`src/rtl/uart_receiver_pkg.sv`:
```
// Shared definitions for the UART receive path.
// FSM state encodings used by uart_receiver.
package uart_receiver_pkg;

  localparam int NB_STATE = 3;

  typedef enum logic [NB_STATE-1:0] {
    IDLE      = 3'd0,
    START     = 3'd1,
    DATA      = 3'd2,
    STOP      = 3'd3,
    WAIT_IDLE = 3'd4
  } state_t;

endpackage

```
`src/rtl/uart_receiver_baud_rate_generator.sv`:
```
// Free-running oversampling tick generator.
// One-cycle o_tick each time the divider wraps.
module baud_rate_generator #(
  parameter int BAUD_DIVISOR = 651,
  parameter int NB_DIVISOR   = 10
) (
  input  logic i_clock,
  input  logic i_reset,
  output logic o_tick
);

  localparam logic [NB_DIVISOR-1:0] LAST =
    NB_DIVISOR'(BAUD_DIVISOR - 1);

  logic [NB_DIVISOR-1:0] r_cnt;
  logic                  w_wrap;

  assign w_wrap = (r_cnt == LAST);
  assign o_tick = w_wrap;

  always_ff @(posedge i_clock) begin
    if (i_reset) begin
      r_cnt <= '0;
    end else if (w_wrap) begin
      r_cnt <= '0;
    end else begin
      r_cnt <= r_cnt + 1'b1;
    end
  end

endmodule

```
`src/rtl/uart_receiver.sv`:
```
// 8N1 UART receiver with 16x oversampling.
// Emits one-cycle o_rx_done / o_frame_error pulses.
module uart_receiver
  import uart_receiver_pkg::*;
#(
  parameter int NB_DATA      = 8,
  parameter int N_TICKS      = 16,
  parameter int BAUD_DIVISOR = 651,
  parameter int NB_DIVISOR   = 10
) (
  input  logic               i_clock,
  input  logic               i_reset,
  input  logic               i_rx,
  output logic [NB_DATA-1:0] o_rx_data,
  output logic               o_rx_done,
  output logic               o_frame_error
);

  localparam int NB_TCNT =
    (N_TICKS > 1) ? $clog2(N_TICKS) : 1;
  localparam int NB_BCNT =
    (NB_DATA > 1) ? $clog2(NB_DATA) : 1;

  localparam logic [NB_TCNT-1:0] T_MID =
    NB_TCNT'(N_TICKS / 2 - 1);
  localparam logic [NB_TCNT-1:0] T_END =
    NB_TCNT'(N_TICKS - 1);
  localparam logic [NB_BCNT-1:0] B_END =
    NB_BCNT'(NB_DATA - 1);

  logic               w_tick;
  logic               r_rx_meta;
  logic               r_rx_s;
  state_t             r_state;
  logic [NB_TCNT-1:0] r_tick_cnt;
  logic [NB_BCNT-1:0] r_bit_cnt;
  logic [NB_DATA-1:0] r_shift;
  logic [NB_DATA-1:0] r_rx_data;
  logic               r_rx_done;
  logic               r_frame_error;

  baud_rate_generator #(
    .BAUD_DIVISOR (BAUD_DIVISOR),
    .NB_DIVISOR   (NB_DIVISOR)
  ) u_baud (
    .i_clock (i_clock),
    .i_reset (i_reset),
    .o_tick  (w_tick)
  );

  // Two-stage synchroniser; resets to the idle level.
  always_ff @(posedge i_clock) begin
    if (i_reset) begin
      r_rx_meta <= 1'b1;
      r_rx_s    <= 1'b1;
    end else begin
      r_rx_meta <= i_rx;
      r_rx_s    <= r_rx_meta;
    end
  end

  always_ff @(posedge i_clock) begin
    if (i_reset) begin
      r_state       <= IDLE;
      r_tick_cnt    <= '0;
      r_bit_cnt     <= '0;
      r_shift       <= '0;
      r_rx_data     <= '0;
      r_rx_done     <= 1'b0;
      r_frame_error <= 1'b0;
    end else begin
      r_rx_done     <= 1'b0;
      r_frame_error <= 1'b0;
      unique case (r_state)
        IDLE: begin
          if (!r_rx_s) begin
            r_state    <= START;
            r_tick_cnt <= '0;
          end
        end
        START: begin
          if (w_tick) begin
            if (r_tick_cnt == T_MID) begin
              if (!r_rx_s) begin
                r_state    <= DATA;
                r_tick_cnt <= '0;
                r_bit_cnt  <= '0;
              end else begin
                r_state <= IDLE;
              end
            end else begin
              r_tick_cnt <= r_tick_cnt + 1'b1;
            end
          end
        end
        DATA: begin
          if (w_tick) begin
            if (r_tick_cnt == T_END) begin
              r_shift    <= {r_rx_s, r_shift[NB_DATA-1:1]};
              r_tick_cnt <= '0;
              if (r_bit_cnt == B_END) begin
                r_state <= STOP;
              end else begin
                r_bit_cnt <= r_bit_cnt + 1'b1;
              end
            end else begin
              r_tick_cnt <= r_tick_cnt + 1'b1;
            end
          end
        end
        STOP: begin
          if (w_tick) begin
            if (r_tick_cnt == T_END) begin
              r_tick_cnt <= '0;
              if (r_rx_s) begin
                r_rx_data <= r_shift;
                r_rx_done <= 1'b1;
                r_state   <= IDLE;
              end else begin
                r_frame_error <= 1'b1;
                r_state       <= WAIT_IDLE;
              end
            end else begin
              r_tick_cnt <= r_tick_cnt + 1'b1;
            end
          end
        end
        WAIT_IDLE: begin
          if (r_rx_s) begin
            r_state <= IDLE;
          end
        end
        default: begin
          r_state <= IDLE;
        end
      endcase
    end
  end

  assign o_rx_data     = r_rx_data;
  assign o_rx_done     = r_rx_done;
  assign o_frame_error = r_frame_error;

endmodule

```
`config.mk`:
```
export PLATFORM = sky130hd
export DESIGN_NAME = uart_receiver
export DESIGN_NICKNAME = d
export VERILOG_FILES = /design/src/rtl/uart_receiver_pkg.sv /design/src/rtl/uart_receiver_baud_rate_generator.sv /design/src/rtl/uart_receiver.sv
export SDC_FILE = /design/constraint.sdc
export NUM_CORES = 1
export LEC_CHECK = 0
export CAP_MARGIN = 20
export CORE_MARGIN = 10
export CORE_UTILIZATION = 51
export CTS_CLUSTER_SIZE = 14
export DETAILED_ROUTE_END_ITERATION = 7
export GPL_TIMING_DRIVEN = 0
export PLACE_DENSITY = 0.74
export SYNTH_ARGS = -nofsm -noshare
export SYNTH_HDL_FRONTEND = slang
export SYNTH_HIERARCHICAL = 1
export SYNTH_SLANG_ARGS = --single-unit
```
`constraint.sdc`:
```
create_clock -name i_clock -period 2.15 [get_ports i_clock]
set_input_delay 0.5375 -clock i_clock [delete_from_list [all_inputs] [get_ports i_clock]]
set_output_delay 0.5375 -clock i_clock [all_outputs]
set_load 0.02 [all_outputs]
```
* After elaboration in Yosys (flattened, before gate mapping)
Cells that the tools add are included.
** Storage, ports and cells
- Register bits after elaboration :: 40
- Input port bits :: 3
** Operators by class
- Add/sub/neg operators :: 3
- Equality and inequality tests :: 20
- Multiplexer cells :: 27
- Bitwise logic cells :: 3
- Reduce and logical (&&, ||, !) cells :: 11
** Operators with widths (number)
- 2-to-1 mux 3 bit :: 16
- 2-to-1 mux 4 bit :: 5
- inequality test 2 bit (second input constant) :: 8
- case mux 3 bit (5 select lines) :: 1
- case mux 4 bit (3 select lines) :: 1
- adder 10 x 1 -> 10 bit (second input constant) :: 1
- == test 10 bit (second input constant) :: 1
- AND reduction 9 bit :: 1
- inequality test 2 x 1 -> 1 bit (second input constant) :: 4
- AND reduction 7 bit :: 1
- == test 3 x 2 -> 1 bit (second input constant) :: 2
- == test 3 bit (second input constant) :: 2
- case mux 3 bit (2 select lines) :: 1
- AND reduction 3 bit :: 2
- adder 4 x 1 -> 4 bit (second input constant) :: 1
- == test 4 x 3 -> 1 bit (second input constant) :: 1
- == test 4 bit (second input constant) :: 1
- AND reduction 4 bit :: 1
- OR reduction 2 bit :: 2
- OR reduction 4 bit :: 1
- adder 3 x 1 -> 3 bit (second input constant) :: 1
- == test 3 x 1 -> 1 bit (second input constant) :: 1
- zero test 3 bit :: 1
- inverter 1 bit :: 3
- 4 further kinds :: 5

* Logic depth before layout (Yosys ltp)
Gate-level depths: netlist of run 1.
- Depth after elaboration :: 5
- Mapped depth :: 8
- Depth with buffers taken out :: 7

* Cells and area by module
Netlist of run 1, hierarchy kept.
** By module, submodules not included
- uart_receiver :: instances 1, cells an instance 135, area an instance 1350.0 µm², seq. area each 600.6 µm²
- baud_rate_generator :: instances 1, cells an instance 50, area an instance 456.7 µm², seq. area each 200.2 µm²

* Worst setup path after synthesis of run 1
Ideal clock, no wire load.
- Kind :: register to register
- From :: reg u_baud.r_cnt[4]
- To :: reg r_rx_data[6], in the netlist o_rx_data[6]
- Library setup time :: 0.128 ns
- Data arrival time :: 1.892 ns
- Data required time :: 2.022 ns
- Slack :: 0.131 ns
- Stages on the path, launching flop included :: 8
- Clock period less this slack :: 2.019 ns
- Cell sequence :: dfxtp_1 -> nor4b_1 -> and4_1 -> nand4_4 -> or4_4 -> buf_6 -> mux2i_1 -> nor2_1
** Between the ends
- Word-level cells in the longest chain between the ends :: 2
** RTL lines
- from (decl) :: RTL line uart_receiver_baud_rate_generator.sv:15 : logic [NB_DIVISOR-1:0] r_cnt;
- from (signal assigned) :: RTL line uart_receiver_baud_rate_generator.sv:27 : r_cnt <= r_cnt + 1'b1;
- == test 10 bit :: RTL line uart_receiver_baud_rate_generator.sv:18 : assign w_wrap = (r_cnt == LAST);
- via w_tick :: RTL line uart_receiver.sv:31 : logic w_tick;
- AND reduction 4 bit (no line)
- to (signal assigned) :: RTL line uart_receiver.sv:116 : r_rx_data <= r_shift;
- to (decl) :: RTL line uart_receiver.sv:38 : logic [NB_DATA-1:0] r_rx_data;
The timed path passes the listed nets, and every way through them passes these cells.
A chain may end at the register's enable or synchronous reset.

* Final worst setup path of run 1
- From :: reg u_baud.r_cnt[6]
- To :: reg r_rx_data[5], in the netlist o_rx_data[5]
The elaborated chain is that of the path after synthesis.

==> impl_metrics.py, run 1 <==
metrics = {
    "outcome": {
        "status": "finished, final reports clean",
    },
    "timing": {
        "hold_ws_ps": 425,
        "maxSlewHeadroom_pct": 66.3,
        "fmax_mhz": 496,
        "setup_viol": 0,
        "worst_pin_slew_ps": 504,
        "rsz0062_at_grt": "no",
        "drv_slew": 0,
        "fin_setup_tns_ps": 0,
        "finalClockSkew_ps": 6.48,
        "post-route-period-util_pct": 93.9,
        "period_needed_ps": 2020,
        "final-hold-violation-count": 0,
    },
    "detailed_routing": {
        "routed_wl_um": 3330,
        "wl_per_cell_um": 13.2,
        "ant_nets": 0,
        "vias_per_cell": 5.31,
        "dr_total_vias": 1339,
        "drt_iter0_drc": 43,
        "dr.pass1.iters": 4,
        "drc": 0,
    },
    "critical_path": {
        "end_kind": "flip-flop",
        "crit_family": "simple AND/OR/NAND/NOR gates",
        "crit_start": "u_baud/r_cnt[6]",
        "worst-r2r-setup-slack_ps": 130,
        "crit_buf_inv": 1,
        "r2r_start": "u_baud/r_cnt[6]",
        "start_kind": "flip-flop",
        "critical_path_class": "reg2reg",
        "required_ps": 2380,
        "r2r_end": "o_rx_data[5]",
        "worstPathCellList": "nor4b_4 -> and4_4 -> nand4_4 -> or4_4 -> buf_6 -> mux2i_1 -> nor2_1",
        "ff2ff_path_depth": 7,
        "cp.arrival_ps": 2250,
        "path_max_fanout": 9,
        "cpPeakStageDelay_ps": 430,
        "slowest_stage": "or4_4",
    },
    "die": {
        "chipHeight_um": 79.5,
        "start_util_pct": 53.3,
        "core_area_um2": 3390,
        "die_w_um": 79.5,
        "core.rowCount": 21,
        "die_area_um2": 6320,
        "io_pins": 13,
    },
    "placement": {
        "gp_congestion": 0.895,
        "dp_cells": 243,
        "place_hpwl_um": 2420,
        "place_area_um2": 1980,
        "portBuffers": 12,
    },
    "yosys": {
        "syn_area_um2": 1810,
        "synth_edf_count": 0,
        "yosysSeqAreaShare_pct": 44.3,
        "synth_cell_types": 45,
        "synth_nets": 193,
        "ys.flop_type": "dfxtp_1",
        "synth_cells": 185,
        "yosysWarnings": 6,
        "avgSynthCellArea_um2": 9.77,
        "async_flop_share_pct": 0,
        "synth.ff_latch_count": 40,
    },
    "min_path": {
        "hold_depth": 1,
        "min_to": "r_rx_s",
        "min_from": "r_rx_meta",
        "hold_path.class": "reg2reg",
    },
    "clocking": {
        "cts_buffer_depth": 2,
        "clkLatencyLatePin_ps": 340,
        "clock-sinks": 40,
        "cts_root_buf": "clkbuf_4",
        "path_clk_slew_ps": 120,
        "htree_levels": 2,
        "cts_tree": "done",
        "cts_made_buffers": 5,
    },
    "global_routing": {
        "grt_max_degree": 14,
        "overflow": 0,
        "groute.usage.overall_pct": 10.9,
        "antenna_found_initial": 0,
        "first_global_vias": 1368,
        "grt_pass1_wl_um": 5790,
    },
    "finish": {
        "stdcell_count": 252,
        "antennaDiodeCount": 0,
        "design_area_um2": 2100,
        "final_net_count": 213,
        "final_layout_size_suffix_gt1_share_pct": 15.0,
        "syn2layout_area_growth_pct": 16.3,
    },
    "power_and_ir_drop": {
        "power_leakage_nw": 0.828,
        "p_per_area_nw_per_um2": 632,
        "ir_drop_mv": 0.524,
    },
    "job": {
        "maxCapViolations": 0,
    },
}
sequential cells by signal (all words and copies together), names as in the netlist:
name and cells:
u_baud/r_cnt 10, r_tick_cnt 4, o_frame_error 1, r_rx_s 1
r_rx_meta 1, o_rx_done 1, r_bit_cnt 3, r_state 3
r_shift 8, o_rx_data 8
stage by stage:
step | setup slack (ps) | utilization, % | total power (W)
after floorplan | 131 | - | 0.000805
after detailed placement | -107 | 58.5 | 0.000821
after global routing | 12.5 | 62.0 | 0.00138
final | 132 | 62.0 | 0.00133
after CTS | 11.4 | 61.4 | 0.00134
after global placement | -39.0 | 58.5 | 0.000818
cell usage in the layout, fill, tap and decap left out, types with 2 or more instances in the layout:
cell / count
a211oi_1: 2
buf_2: 5
clkbuf_1: 3
nand4_1: 2
nand3_1: 5
mux2i_1: 19
nand2_1: 6
nor3_1: 3
or4_4: 2
xnor2_1: 3
nor4_2: 2
o21ai_0: 5
clkbuf_4: 5
nor2b_1: 2
clkdlybuf4s50_1: 12
ha_1: 5
dfxtp_2: 2
or3_1: 5
nand2b_1: 6
nand3b_1: 2
a21o_1: 2
xor2_1: 2
a21oi_1: 5
or2_2: 2
dfxtp_1: 38
and3b_1: 2
inv_1: 6
nor2_1: 27
buf_4: 2
what timing repair did:
item / CTS / global route
hold buffers: 0 / 0
gates resized for setup: 2 / 4
setup endpoints to repair: 19 / 19
setup buffers: 0 / 1
pin swaps: 0 / 2
where the power goes:
group          total (W)  switching (W)  internal (W)  leakage (nW)
Clock           0.000524       0.000245      0.000279        0.0484
Combinational  0.0000480      0.0000277     0.0000203         0.455
Sequential      0.000757     0.00000835      0.000749         0.324
synthesized netlist by cell type, types with 3 or more instances:
library cell / number / area, um^2
inv_1: 6 / 22.5
clkbuf_1: 3 / 11.3
nor3_1: 3 / 15.0
a21oi_1: 5 / 25.0
dfxtp_1: 40 / 801
or3_1: 5 / 31.3
buf_2: 5 / 25.0
nor2_1: 27 / 101
mux2i_1: 19 / 190
xnor2_1: 3 / 26.3
nand3_1: 5 / 25.0
nand2_1: 6 / 22.5
ha_1: 5 / 62.6
nand2b_1: 6 / 37.5
o21ai_0: 5 / 25.0
per-layer routing:
layer | track usage (%) | vias to the layer above | part of all wire [%]
li1 | - | 702 | -
met1 | 12.8 | 615 | 45
met2 | 18.4 | 17 | 50
met3 | 3.04 | 5 | 3.9
met4 | 4.48 | 0 | 1.3
met5 | 0 | - | 0
how the worst max path moves through the flow:
stage,to,slack [ps],cells after the start
after global routing,o_rx_data[4],10,7
after detailed placement,o_rx_data[1],-110,7
final,o_rx_data[5],130,7
after global placement,o_rx_data[0],-40,7
after CTS,o_rx_data[1],10,7
after floorplan,o_rx_data[6],130,7
worst reg2reg max path, stage by stage, from the launching register on:
cell and delay, ps:
dfxtp_2 370, nor4b_4 300, and4_4 290, nand4_4 140
or4_4 430, buf_6 160, mux2i_1 160, nor2_1 50
cell type report:
type                            count  area, um^2
Fill cell                         278        1290
Sequential cell                    40         803
Buffer                             10        55.1
Multi-Input combinational cell    129         946
Inverter                            6        22.5
Clock inverter                      2        38.8
Timing Repair Buffer               13         128
Tap cell                           46        57.6
Clock buffer                        6        51.3
cell families after synthesis:
group	Yosys count	synth area share (%)
xor+xnor	5	2.42
fa+ha+maj	5	3.46
compound gates	25	9.97
simple gates	75	25.0
flops	40	44.3
buf+inv	16	4.29
mux	19	10.5
No activity file was read; power rests on OpenSTA's default activity.
==> run 2, diff against run 1 <==
--- a/config.mk
+++ b/config.mk
@@ -16,3 +16,4 @@
 export SYNTH_HDL_FRONTEND = slang
 export SYNTH_HIERARCHICAL = 1
 export SYNTH_SLANG_ARGS = --single-unit
+export TNS_END_PERCENT = 100
==> results of run 2 <==
Final layout, timing and power as in run 1 (identical DEF).
